**config.mk**
```make
export PLATFORM = sky130hd
export DESIGN_NAME = operand_pair_stager
export DESIGN_NICKNAME = d
export VERILOG_FILES = /design/src/rtl/operand_pair_stager.sv
export SDC_FILE = /design/constraint.sdc
export NUM_CORES = 1
export LEC_CHECK = 0
export ABC_AREA = 0
export ABC_CLOCK_PERIOD_IN_PS = 2700
export CAP_MARGIN = 20
export CORE_MARGIN = 1
export CORE_UTILIZATION = 45
export CTS_CLUSTER_DIAMETER = 50
export DETAILED_ROUTE_END_ITERATION = 8
export PLACE_DENSITY = 0.84
export SETUP_SLACK_MARGIN = 0.02
export SYNTH_ARGS = -nofsm -noshare
export SYNTH_HDL_FRONTEND = slang
export SYNTH_SLANG_ARGS = --single-unit
```
**constraint.sdc**
```tcl
create_clock -name clk -period 2.7 [get_ports clk]
set_input_delay 0.27 -clock clk [delete_from_list [all_inputs] [get_ports clk]]
set_output_delay 0.27 -clock clk [all_outputs]
set_load 0.05 [all_outputs]
```
**src/rtl/operand_pair_stager.sv**
```systemverilog
// Collects two operand bytes, presents them to an external 8-bit adder, and
// registers the 9-bit sum for a valid/ready consumer; counts consumed results.
module operand_pair_stager #(
    parameter int CNT_W = 8
) (
    input  logic             clk,
    input  logic             rst_n,
    input  logic             in_valid,
    input  logic [7:0]       in_data,
    input  logic             in_last,
    output logic             in_ready,
    output logic [7:0]       add_a,
    output logic [7:0]       add_b,
    input  logic [8:0]       add_sum,
    output logic             out_valid,
    output logic [8:0]       out_sum,
    input  logic             out_ready,
    output logic [CNT_W-1:0] pair_count,
    output logic [1:0]       state_dbg
);

    // Handshake: a byte moves on in_valid && in_ready, a result moves on
    // out_valid && out_ready; neither valid waits on its ready, and out_valid
    // plus out_sum hold steady until the result is taken.
    typedef enum logic [1:0] {
        A_WAIT = 2'd0,
        B_WAIT = 2'd1,
        CALC   = 2'd2,
        OUT    = 2'd3
    } state_t;

    state_t     state;
    state_t     state_nxt;
    logic [7:0] a_reg;
    logic [7:0] b_reg;
    logic [8:0] sum_reg;
    logic       in_fire;
    logic       out_fire;

    assign in_fire  = in_valid && in_ready;
    assign out_fire = out_valid && out_ready;

    always_ff @(posedge clk) begin
        if (!rst_n) begin
            state <= A_WAIT;
        end else begin
            state <= state_nxt;
        end
    end

    always_comb begin
        state_nxt = state;
        case (state)
            A_WAIT:  if (in_fire) state_nxt = in_last ? CALC : B_WAIT;
            B_WAIT:  if (in_fire) state_nxt = CALC;
            CALC:    state_nxt = OUT;
            OUT:     if (out_ready) state_nxt = A_WAIT;
            default: state_nxt = A_WAIT;
        endcase
    end

    always_comb begin
        in_ready  = 1'b0;
        out_valid = 1'b0;
        case (state)
            A_WAIT:  in_ready  = 1'b1;
            B_WAIT:  in_ready  = 1'b1;
            OUT:     out_valid = 1'b1;
            default: begin
                in_ready  = 1'b0;
                out_valid = 1'b0;
            end
        endcase
    end

    // A lone final byte pairs with zero so the adder passes it through.
    always_ff @(posedge clk) begin
        if (!rst_n) begin
            a_reg      <= '0;
            b_reg      <= '0;
            sum_reg    <= '0;
            pair_count <= '0;
        end else begin
            if (state == A_WAIT && in_fire) begin
                a_reg <= in_data;
                if (in_last) b_reg <= '0;
            end
            if (state == B_WAIT && in_fire) b_reg <= in_data;
            if (state == CALC) sum_reg <= add_sum;
            if (out_fire) pair_count <= pair_count + 1'b1;
        end
    end

    assign add_a     = a_reg;
    assign add_b     = b_reg;
    assign out_sum   = sum_reg;
    assign state_dbg = state;

endmodule

```
### Word level (Yosys, flattened, before mapping)

Cells that the tools add are included.

| storage, ports and cells | value |
|---|---|
| bits in registers | 35 |
| output and inout bits | 37 |
| input port bits | 22 |

| operators by class | value |
|---|---|
| eq/ne operators | 6 |
| add/sub/neg operators | 1 |
| muxes and demuxes | 10 |
| reduce and logical (&&, ||, !) cells | 10 |

Operators by type and width:

| kind | number |
|---|---|
| $mux 8 | 3 |
| $add 8x1->8 const B | 1 |
| $mux 2 | 4 |
| $pmux 2 s4 | 1 |
| $ne 2x2->1 const B | 3 |
| $eq 2x2->1 const B | 2 |
| $logic_and 1x1->1 | 4 |
| $reduce_bool 2->1 | 2 |
| $reduce_and 3->1 | 1 |
| $eq 2x1->1 const B | 1 |
| $logic_not 2->1 | 1 |
| $mux 1 | 2 |
| $reduce_and 2->1 | 1 |
| $reduce_or 2->1 | 1 |

### Depth between registers and ports, before layout

| logic depth | value |
|---|---|
| depth after elaboration | 7 |
| mapped depth | 6 |
| depth with buffers taken out | 5 |

### Worst setup path before layout

OpenSTA, ideal clock, no wires.

| timing path | value |
|---|---|
| kind | flip-flop to flip-flop |
| start point | reg state[1] (netlist: state_dbg[1]) |
| end point | reg pair_count[6] |
| cell stages (with the launch flop) | 5 |
| required time | 2.630 ns |
| path slack | 0.491 ns |
| data arrival time | 2.139 ns |
| period minus slack after synthesis | 2.209 ns |
| cell sequence | dfxtp_1 -> ha_1 -> nand3_1 -> or3_2 -> a21oi_1 |

| on the way | value |
|---|---|
| longest elaborated chain between the ends | 3 |

Ends and longest elaborated chain:

| element | line | text |
|---|---|---|
| start: declaration | 32 | `state_t state;` |
| start signal: assignment | 47 | `state <= state_nxt;` |
| $eq 2x2->1 | 65 | `case (state)` |
| $mux 1 | 65 |  |
| named net out_valid | 15 | `output logic out_valid,` |
| $logic_and 1x1->1 | 41 | `assign out_fire = out_valid && out_ready;` |
| end signal: assignment | 90 | `if (out_fire) pair_count <= pair_count + 1'b1;` |
| end: declaration | 18 | `output logic [CNT_W-1:0] pair_count,` |

The timed path passes the listed nets, and every way through them passes these cells.
A chain may end at the register's enable or synchronous reset.

### Worst setup path in the final report

| timing path | value |
|---|---|
| start point | reg state[0] (netlist: state_dbg[0]) |
| end point | out out_valid |

| on the way | value |
|---|---|
| longest elaborated chain between the ends | 2 |

Ends and longest elaborated chain:

| element | line |
|---|---|
| $eq 2x2->1 | 65 |
| $mux 1 | 65 |
| end: declaration | 15 |

No other way between the ends.

==> Flow_metrics.wiki <==
{| class="wikitable"
! Metric !! Value
|-
| Average cell area after synthesis || about 8.7 um^2
|-
| Commonest non-fill, non-tap cell in the layout || sky130_fd_sc_hd__clkdlybuf4s50_1
|-
| Ys flop type || sky130_fd_sc_hd__dfxtp_1
|-
| PD cells || just under 900 nW/um^2
|-
| Area growth, synth to finish || 47.4%
|-
| Period utilization || roughly 82%
|-
| Number of post-CTS setup repair buffers || 0
|-
| Number of warnings reported in the yosys synthesis log || 0
|-
| Worst path top cell family by delay || buffers and inverters
|-
| Combined area of the multi-input logic cells || 668 um^2
|-
| Setup crit start || state_dbg[0]$_SDFFE_PN0P_
|-
| Min Tclk post-route || roughly 2.2 ns
|-
| Max cap viols || 0
|-
| Antenna diode count || 0
|-
| Post-synth EDFFs || 0
|-
| Comb power frac || between 40% and 50%
|-
| Die height || 58.2 um
|-
| Fraction of the yosys area taken by sequential cells || between 40% and 50%
|-
| Share of power burned in registers || 35.4%
|-
| Instance count after placement with tap cells included || between 200 and 300
|-
| Synth Instances || ~160
|-
| Fillers || approximately 260
|-
| Total negative setup slack || 0 ns
|-
| Via density || 5.20
|-
| RSZ-0062 raised after global routing || no
|-
| Sequential standard cell area || 701 um^2
|-
| Worst path cell trace || ha_1 > clkdlybuf4s50_1
|-
| Detailed-route wire length || approximately 3600 um
|-
| Peak fanout along the critical path || 7
|-
| Distinct cell type count after synthesis || 29
|-
| Final Hold Violating Endpoints || 0
|-
| Path category of the worst min-delay check || reg -> reg
|-
| FF+latch count, synth || 35
|-
| Result of the run || complete, no violations
|-
| Number of antenna violations at the first check in global routing || 0
|-
| Final routed DRC violation total || 0
|-
| Number of levels the H-tree was split into || 2
|-
| Number of iterations in the first detailed-routing pass || 5
|-
| Startpoint type of the worst setup path || flip-flop
|-
| Hpwl dp || approximately 2600 um
|-
| Final setup violation count || 0
|-
| Leak Pwr || 0.754 nW
|-
| Clk Latency, worst-skew pair || about 0.33 ns
|-
| Internal portion of total power || approximately 0.0010 W
|-
| Wire per inst || between 10 and 15 um
|-
| Vias || ~1,400
|-
| Net Sw Frac || 43.8%
|-
| Clock tree sinks || 35
|-
| Slew headroom || 61.7%
|-
| Req. time, crit path || ~2.4 ns
|-
| Core area || 3030 um^2
|-
| Max IR drop VDD || approximately 0.00050 V
|-
| Share of async-settable or async-resettable flops after synthesis || 0%
|-
| Finished layout cell area || between 2000 and 2500 um^2
|-
| Area of placed instances || ~2000 um^2
|-
| Cell with the largest stage delay on the worst path || sky130_fd_sc_hd__clkdlybuf4s50_1
|-
| Count of buffer and inverter cells on the critical path || 1
|-
| Type of the worst setup path || reg -> out
|-
| Placer congestion estimate || roughly 0.86
|-
| Routed Antenna Nets || 0
|-
| Clock-pin slew reported for the worst setup and hold paths after clock tree synthesis || roughly 0.1 ns
|-
| Initial Util || 46.9%
|-
| Syn_nets || 190
|-
| Psw || 0.000801 W
|-
| TritonCTS clock tree || yes
|-
| Endpoint arrival time on the critical path || 1.93 ns
|-
| Wire length of the first global-routing pass || ~6100 um
|-
| Port buffer count || 58
|-
| Fraction of final layout cells with drive strength greater than 1 || about 5.4%
|-
| GRT Overall Usage || roughly a quarter
|-
| Critical path's largest stage delay || between 0.8 and 0.9 ns
|-
| Count of routing violations after the opening detailed-route iteration || 39
|-
| Overflow after GRT || 0
|-
| Element type at the critical path end || output pin
|-
| Maximum clock insertion buffer count || 2
|-
| Highest attainable clock frequency || 454 MHz
|-
| Largest net degree at the start of global routing || 21
|-
| Synthesized area || 1420 um^2
|-
| Clock network fraction of design power || between 15 and 20%
|-
| Clock root buffer || sky130_fd_sc_hd__clkbuf_4
|-
| Cts bufs inserted || 5
|-
| Top library cells by usage in the layout, fill and taps aside || sky130_fd_sc_hd__clkdlybuf4s50_1 (57), sky130_fd_sc_hd__dfxtp_1 (35), sky130_fd_sc_hd__a21oi_1 (25)
|-
| Reg2Reg Launch Point || state_dbg[0]$_SDFFE_PN0P_
|-
| Num rows || 20
|-
| Skew final || ~0.0094 ns
|-
| Hold Startpoint || add_a[6]$_SDFFE_PN0P_
|-
| Number of global-route vias before repair || ~1,400
|-
| Horizontal die dimension || about 58 um
|-
| Total Die Area || 3380 um^2
|-
| Final cell count without fillers || 266
|-
| Number of ports placed on the die boundary || a little under 60
|-
| Final-stage net count || around 250
|-
| Worst Tran Pin Value || 0.575 ns
|-
| Number of slew-limit violations in the final report || 0
|}
Yosys cell counts (all sizes together) (2+ instances only):
master	number	share of area, %
clkbuf	5	1.3
nand3	11	3.9
a21oi	25	8.8
nor2	12	3.2
ha	5	4.4
o21ai	13	4.6
or3	4	1.9
inv	5	1.3
mux2i	9	6.3
nand2	21	5.6
nand4	2	1.3
dfxtp	35	49
buf	2	0.70
path summary, 6_finish.rpt:
path / endpoint / slack (ns) / depth (start not counted)
worst min register to register: add_a[6]$_SDFFE_PN0P_ / 0.46 / 2
worst max-delay path: out_valid / 0.50 / 2
worst min-delay path: add_a[6]$_SDFFE_PN0P_ / 0.46 / 2
worst max register to register: add_b[6]$_SDFFE_PN0P_ / 0.97 / 5
worst min-delay path, cell delays in order, from the launching register on:
cell	delay, ns
sky130_fd_sc_hd__dfxtp_1	0.32
sky130_fd_sc_hd__nand2_1	0.05
sky130_fd_sc_hd__a21oi_1	0.05
through the flow:
step	setup WS, ns	util (%)	power (W)	hold WS, ns
floorplan	0.491	-	0.00127	0.410
global placement	0.593	67.2	0.00152	0.448
detailed placement	0.521	67.2	0.00155	0.448
CTS	0.128	69.0	0.00184	0.462
global route	0.389	69.1	0.00194	0.497
finish	0.495	69.1	0.00183	0.459
cell type report:
cell class	instances	area share, %
timing repair buffer	59	28.2
multi-input combinational	115	31.9
tap	44	2.63
inverter	6	1.08
sequential	35	33.5
clock inverter	1	0.239
clock buffer	6	2.45
per-layer routing:
| layer | vias to the layer above | share of wire (%) | track usage [%] |
|---|---|---|---|
| li1 | 678 | - | - |
| met1 | 622 | 41 | 28.1 |
| met2 | 70 | 49 | 38.9 |
| met3 | 13 | 8.3 | 7.81 |
| met4 | 0 | 2.6 | 11.2 |
| met5 | - | 0 | 0 |
kinds of logic (layout without fill, tap and decap cells):
group           after synthesis  count (layout)  synth area share (%)
flops                        35              35                  49.3
buf+inv                      13              72                  3.61
compound gates               43              43                  16.4
fa+ha+maj                     5               5                  4.41
simple gates                 56              56                  18.7
xor+xnor                      2               2                  1.23
mux                           9               9                  6.34
flip-flops by register name, summed over array words and instances, names as in the netlist:
name	count
state_dbg	2
out_sum	9
pair_count	8
add_a	8
add_b	8
power by group through the flow:
stage | Sequential (W) | Combinational [W] | Clock, W
after floorplan | 0.000919 | 0.000351 | 0
after global placement | 0.000649 | 0.000868 | 0
after detailed placement | 0.000657 | 0.000891 | 0
after CTS | 0.000647 | 0.000902 | 0.000290
after global routing | 0.000658 | 0.000964 | 0.000317
final | 0.000646 | 0.000897 | 0.000284
repair_timing:
| item | CTS | global route |
|---|---|---|
| resized for setup | 0 | 1 |
| endpoints found under the setup margin | 0 | 1 |
| hold buffers | 0 | 0 |
Note: power is estimated with default switching activity, not from simulation.
